<file path="config.mk">
export PLATFORM = sky130hd
export DESIGN_NAME = mdu_iter
export DESIGN_NICKNAME = d
export VERILOG_FILES = /design/src/rtl/mdu_iter_pkg.sv /design/src/rtl/mdu_iter_div_step.sv /design/src/rtl/mdu_iter.sv
export SDC_FILE = /design/constraint.sdc
export NUM_CORES = 2
export LEC_CHECK = 0
export BUFFER_PORTS_ARGS = -buffer_cell sky130_fd_sc_hd__clkbuf_2
export CAP_MARGIN = 20
export CORE_ASPECT_RATIO = 2
export CORE_MARGIN = 8
export CORE_UTILIZATION = 45
export CTS_BUF_LIST = sky130_fd_sc_hd__clkbuf_16
export CTS_CLUSTER_DIAMETER = 40
export CTS_CLUSTER_SIZE = 28
export DETAILED_ROUTE_END_ITERATION = 6
export REMOVE_ABC_BUFFERS = 1
export SYNTH_ARGS = -nofsm -noshare
export SYNTH_HDL_FRONTEND = slang
export SYNTH_SLANG_ARGS = --single-unit
</file>
<file path="constraint.sdc">
create_clock -name clk -period 3.8 [get_ports clk]
set_input_delay 0.76 -clock clk [delete_from_list [all_inputs] [get_ports clk]]
set_output_delay 0.76 -clock clk [all_outputs]
set_load 0.05 [all_outputs]
</file>
<file path="src/rtl/mdu_iter_pkg.sv">
// Shared multiply/divide unit definitions.
// Holds the MDU_* operation codes driven by the decoder, the unit's
// state encoding, and a small decode helper used by the datapath.
package mdu_iter_pkg;

  typedef enum logic [3:0] {
    MDU_NOP   = 4'd0,
    MDU_MULT  = 4'd1,
    MDU_MULTU = 4'd2,
    MDU_DIV   = 4'd3,
    MDU_DIVU  = 4'd4,
    MDU_MFHI  = 4'd5,
    MDU_MFLO  = 4'd6,
    MDU_MTHI  = 4'd7,
    MDU_MTLO  = 4'd8,
    MDU_MADD  = 4'd9,
    MDU_MADDU = 4'd10,
    MDU_MSUB  = 4'd11,
    MDU_MSUBU = 4'd12
  } mdu_op_e;

  typedef enum logic [1:0] {
    MDU_S_IDLE = 2'd0,
    MDU_S_MUL  = 2'd1,
    MDU_S_DIV  = 2'd2,
    MDU_S_FIX  = 2'd3
  } mdu_state_e;

  // Signed flavour of multiply, divide and multiply-accumulate ops.
  function automatic logic mdu_op_signed(mdu_op_e op);
    return op inside {MDU_MULT, MDU_DIV, MDU_MADD, MDU_MSUB};
  endfunction

endpackage

</file>
<file path="src/rtl/mdu_iter_div_step.sv">
// One restoring-division iteration, purely combinational.
// Ports:
//   rem_i     current partial remainder (always < divisor_i)
//   divisor_i unsigned divisor magnitude
//   bit_i     next dividend bit, MSB first
//   rem_o     new partial remainder
//   q_o       quotient bit produced by this iteration
module mdu_div_step
  #(parameter int unsigned WIDTH = 32)
  (input  logic [WIDTH-1:0] rem_i,
   input  logic [WIDTH-1:0] divisor_i,
   input  logic             bit_i,
   output logic [WIDTH-1:0] rem_o,
   output logic             q_o);

  logic [WIDTH:0] shifted;
  logic [WIDTH:0] diff;

  // shifted < 2*divisor, so a non-negative difference always fits in
  // WIDTH bits and bit WIDTH of diff acts as the borrow.
  always_comb begin
    shifted = {rem_i, bit_i};
    diff    = shifted - {1'b0, divisor_i};
    q_o     = ~diff[WIDTH];
    rem_o   = q_o ? diff[WIDTH-1:0] : shifted[WIDTH-1:0];
  end

endmodule

</file>
<file path="src/rtl/mdu_iter.sv">
// Iterative multiply/divide unit for the E stage; owns HI/LO.
// Ports:
//   clk, reset (async, active low)
//   start/kill/op/rs/rt  E-stage request; kill suppresses a same-cycle start
//   busy  operation in flight (stall controller holds on busy||start)
//   done  one-cycle pulse the cycle after HI/LO commit
//   hi/lo architectural HI/LO registers, no bypass
module mdu_iter
  import mdu_iter_pkg::*;
  #(parameter int unsigned WIDTH        = 32,
    parameter int unsigned MUL_CYCLES   = 5,
    parameter int unsigned SUPPORT_MACC = 1)
  (input  logic             clk,
   input  logic             reset,
   input  logic             start,
   input  logic             kill,
   input  logic [3:0]       op,
   input  logic [WIDTH-1:0] rs,
   input  logic [WIDTH-1:0] rt,
   output logic             busy,
   output logic             done,
   output logic [WIDTH-1:0] hi,
   output logic [WIDTH-1:0] lo);

  localparam int unsigned CNT_MAX = (MUL_CYCLES > WIDTH) ? MUL_CYCLES : WIDTH;
  localparam int unsigned CNT_W   = $clog2(CNT_MAX);
  localparam logic [CNT_W-1:0] MUL_CNT = CNT_W'(MUL_CYCLES - 1);
  localparam logic [CNT_W-1:0] DIV_CNT = CNT_W'(WIDTH - 1);

  mdu_state_e           state_q, state_d;
  logic [CNT_W-1:0]     cnt_q, cnt_d;
  logic [WIDTH-1:0]     hi_q, hi_d, lo_q, lo_d;
  logic                 done_q, done_d;
  logic [2*WIDTH-1:0]   acc_q, acc_d;
  logic [WIDTH-1:0]     dvd_q, dvd_d, dvs_q, dvs_d, rem_q, rem_d;
  logic                 q_neg_q, q_neg_d, r_neg_q, r_neg_d, dz_q, dz_d;

  mdu_op_e              op_e;
  logic                 accept, is_signed, a_neg, b_neg;
  logic [2*WIDTH-1:0]   ext_a, ext_b, prod, hilo;
  logic [WIDTH-1:0]     a_abs, b_abs, step_rem;
  logic                 step_q;

  mdu_div_step #(.WIDTH(WIDTH)) u_step (
    .rem_i     (rem_q),
    .divisor_i (dvs_q),
    .bit_i     (dvd_q[WIDTH-1]),
    .rem_o     (step_rem),
    .q_o       (step_q)
  );

  always_comb begin
    op_e      = mdu_op_e'(op);
    accept    = start && !kill && (state_q == MDU_S_IDLE);
    is_signed = mdu_op_signed(op_e);
    // Low 2*WIDTH bits of the extended product equal the signed or
    // unsigned full product, so one multiplier serves both flavours.
    ext_a     = is_signed ? {{WIDTH{rs[WIDTH-1]}}, rs} : {{WIDTH{1'b0}}, rs};
    ext_b     = is_signed ? {{WIDTH{rt[WIDTH-1]}}, rt} : {{WIDTH{1'b0}}, rt};
    prod      = ext_a * ext_b;
    hilo      = {hi_q, lo_q};
    a_neg     = is_signed & rs[WIDTH-1];
    b_neg     = is_signed & rt[WIDTH-1];
    a_abs     = a_neg ? -rs : rs;
    b_abs     = b_neg ? -rt : rt;

    state_d = state_q;
    cnt_d   = cnt_q;
    hi_d    = hi_q;
    lo_d    = lo_q;
    done_d  = 1'b0;
    acc_d   = acc_q;
    dvd_d   = dvd_q;
    dvs_d   = dvs_q;
    rem_d   = rem_q;
    q_neg_d = q_neg_q;
    r_neg_d = r_neg_q;
    dz_d    = dz_q;

    unique case (state_q)
      MDU_S_IDLE: begin
        if (accept) begin
          unique case (op_e)
            MDU_MULT, MDU_MULTU: begin
              acc_d   = prod;
              cnt_d   = MUL_CNT;
              state_d = MDU_S_MUL;
            end
            MDU_MADD, MDU_MADDU: begin
              if (SUPPORT_MACC != 0) begin
                acc_d   = hilo + prod;
                cnt_d   = MUL_CNT;
                state_d = MDU_S_MUL;
              end
            end
            MDU_MSUB, MDU_MSUBU: begin
              if (SUPPORT_MACC != 0) begin
                acc_d   = hilo - prod;
                cnt_d   = MUL_CNT;
                state_d = MDU_S_MUL;
              end
            end
            MDU_DIV, MDU_DIVU: begin
              dvd_d   = a_abs;
              dvs_d   = b_abs;
              rem_d   = '0;
              q_neg_d = a_neg ^ b_neg;
              r_neg_d = a_neg;
              dz_d    = (rt == '0);
              cnt_d   = DIV_CNT;
              state_d = (rt == '0) ? MDU_S_FIX : MDU_S_DIV;
            end
            MDU_MTHI: begin
              hi_d   = rs;
              done_d = 1'b1;
            end
            MDU_MTLO: begin
              lo_d   = rs;
              done_d = 1'b1;
            end
            default: ;
          endcase
        end
      end
      MDU_S_MUL: begin
        if (cnt_q == '0) begin
          {hi_d, lo_d} = acc_q;
          state_d      = MDU_S_IDLE;
          done_d       = 1'b1;
        end else begin
          cnt_d = cnt_q - 1'b1;
        end
      end
      MDU_S_DIV: begin
        // Quotient bits shift into the dividend register as dividend
        // bits shift out, so it holds |quotient| after WIDTH steps.
        rem_d = step_rem;
        dvd_d = {dvd_q[WIDTH-2:0], step_q};
        if (cnt_q == '0) state_d = MDU_S_FIX;
        else             cnt_d   = cnt_q - 1'b1;
      end
      MDU_S_FIX: begin
        if (!dz_q) begin
          lo_d = q_neg_q ? -dvd_q : dvd_q;
          hi_d = r_neg_q ? -rem_q : rem_q;
        end
        state_d = MDU_S_IDLE;
        done_d  = 1'b1;
      end
      default: state_d = MDU_S_IDLE;
    endcase
  end

  always_ff @(posedge clk or negedge reset) begin
    if (!reset) begin
      state_q <= MDU_S_IDLE;
      cnt_q   <= '0;
      hi_q    <= '0;
      lo_q    <= '0;
      done_q  <= 1'b0;
      acc_q   <= '0;
      dvd_q   <= '0;
      dvs_q   <= '0;
      rem_q   <= '0;
      q_neg_q <= 1'b0;
      r_neg_q <= 1'b0;
      dz_q    <= 1'b0;
    end else begin
      state_q <= state_d;
      cnt_q   <= cnt_d;
      hi_q    <= hi_d;
      lo_q    <= lo_d;
      done_q  <= done_d;
      acc_q   <= acc_d;
      dvd_q   <= dvd_d;
      dvs_q   <= dvs_d;
      rem_q   <= rem_d;
      q_neg_q <= q_neg_d;
      r_neg_q <= r_neg_d;
      dz_q    <= dz_d;
    end
  end

  assign busy = (state_q != MDU_S_IDLE);
  assign done = done_q;
  assign hi   = hi_q;
  assign lo   = lo_q;

endmodule

</file>
==> metrics.cfg <==
[clock_tree]
clock_sinks=235
path_clk_slew_ns=0.08
clk_latency_ns=0.63
htree_num_levels=1
cts_tree=done
cts_buffer_depth=3
numCtsBuffers=31
clock-root-buffer=clkbuf_16

[die]
io_pins=138
rows=202
initial_core_util=0.452
die_area_um2=165000
die_h_um=567
fp.dieW_um=291
coreArea_um2=151000

[worst_setup_path]
worst-endpoint-required_ns=4.31
cp-end-kind=register
r2r_cells=22
arrival_ns=12.34
crit_path_end=acc_q[63]
reg2reg_from=dvd_q[31]
startpoint=op[2]
path_buf_inv=9
path_class=in2reg
crit_top_cell=fa_1
crit_family=adder cells
max_stage_delay_ns=0.61
crit_cells=48
r2r_slack_ns=-0.79
startpoint_type=input pin
regToRegEndpoint=rem_q[28]
crit_path_max_fanout=6
slowest_stage=fa_2

[synth]
synthTopCellsByCount=inv_1 (1,652), fa_1 (1,426), nand2_1 (1,143)
ys_warn_count=0
async_reset_ff_frac=1.00
syn_avg_cell_area_um2=8.66
netlist-cell-type-count=96
yosys.area.top_type_share=0.418
synth-main-ff-cell=dfrtp_1
ys_ff_latch=235
mappedNetlistArea_um2=68300
synth_top_area_cell=fa_1
yosysMostFrequentCell=inv_1
synth_edf_count=0
synth_seq_area_share=0.0861
synth.area.top_cells=fa_1 (42%), inv_1 (9.1%), dfrtp_1 (8.6%)
netlist_instances=7888

[run]
drv_cap=0

[timing]
fin_crit_sh=3.11
setup_viol=94
finClkSkew_ns=0.0333
setup_slack_ns=-8.03
rsz0062_at_grt=yes
whs_ns=0.0598
fmax_mhz=84.6
relSlewSlack=0.486
finalHoldViolCount=0
fin_crit_ns=11.83
setup_tns_ns=-398.23
worstMarginPinSlew_ns=0.770
drv_slew=0

[cells_and_area]
drive_gt1_frac=0.259
final_util=0.586
fin_nets=11100
area_growth_pct=29.7

[global_routing]
antenna_found_initial=14
grt_max_degree=67
grt_pass1_wl_um=413000
track_usage=0.335
grt_pass1_vias=67300
grt-ovfl-total=0

[route]
drcViolationCount=0
via_per_inst=5.49
drtIter0Drc=3686
wire_per_inst_um=25.4
dr.pass1.iters=6
wl_um=283000
routed-via-count=61300
ant_nets=0

[run_status]
violations=setup timing
status=finished, violations left

[place]
gp_congestion=1.09
port_buffers=137
hpwl_um=239000

[min_path]
holdCritPathClass=in2async

-- sequential cells by signal, indices dropped and copies added, names as in the netlist --
signal and flops:
cnt_q 5, acc_q 64, q_neg_q 1, r_neg_q 1, dvd_q 32, state_q 2, done 1, rem_q 32
hi 32, lo 32, dz_q 1, dvs_q 32
-- stage by stage --
stage	cells	instance area, µm²	setup slack [ns]
floorplan	7442	66600	-9.30
global placement	10900	81200	-9.45
detailed placement	10900	81200	-9.56
CTS	11000	84600	-7.98
global route	11100	88600	-8.37
finish	11200	88600	-8.03
-- worst reg2reg max path: cells and delay by family (launching register included) --
family          cells  cell delay, ns
compound gates     13            2.46
buf+inv             6            0.75
fa+ha+maj           2            0.52
flops               1            0.40
xor+xnor            1            0.34
-- cell families (layout without fill, tap and decap cells) --
family,after synthesis,after routing,share of synthesized area
AO/OA/AOI/OAI,1168,1168,0.109
XOR/XNOR,367,367,0.0472
multiplexers,14,14,0.00213
adder cells (fa/ha/maj),1835,1835,0.493
buffers and inverters,2098,3414,0.116
AND/OR/NAND/NOR,2171,2171,0.147
other,0,9,0
flip-flops,235,235,0.0861
-- cell type report --
type	instances	area, µm²
antenna	9	22.5
clock buffer	31	776
clock inverter	27	350
fill	13500	62500
inverter	1652	6210
multi-input combinational	5555	58100
sequential	235	5880
tap	1938	2420
timing repair buffer	1704	14800
-- worst min-delay path by stage --
stage                   start  cells past startpoint  slack (ns)         to
CTS                     reset                      1        0.06   rem_q[7]
global route            reset                      1        0.09   rem_q[7]
global placement    acc_q[37]                      2        0.47  acc_q[37]
floorplan           dvs_q[10]                      2        0.45  dvs_q[10]
finish                  reset                      1        0.06   rem_q[7]
detailed placement  acc_q[39]                      2        0.47  acc_q[39]
-- cells in the final DEF (no fill, tap or decap), drive strengths merged, types with 20 or more instances in the layout --
cell type     n
and3         41
ha          407
nand2      1144
o21a         28
and2        370
a22o         48
o311ai       21
a31oi        40
dfrtp       235
o211ai       24
inv        1664
o31ai        39
o21ai       337
nand4        31
clkbuf      163
xnor2       235
nand3        56
nor2        269
a221oi       22
nor4         20
o41ai        21
buf        1572
xor2        132
nand2b       45
a21o         90
fa         1426
a211oi       28
nor3         60
or3          28
a21oi       343
nor2b        29
-- layer usage --
| layer | vias up | GRT usage | wire length [µm] |
|---|---|---|---|
| li1 | 26800 | - | - |
| met3 | 1135 | 0.0480 | 15700 |
| met2 | 2411 | 0.625 | 147000 |
| met1 | 30900 | 0.316 | 87600 |
| met4 | 4 | 0.294 | 32200 |
| met5 | - | 0 | 24 |
-- what timing repair did --
item,in CTS,in global routing
pin swaps,230,358
setup buffers,69,132
cloned,1,14
hold buffers,0,0
setup endpoints to repair,95,98
endpoints found under the hold margin,0,0
resized for setup,435,641
Power is not shown: default switching activity piles up to over one toggle a cycle in this logic, so the estimate is an artifact.
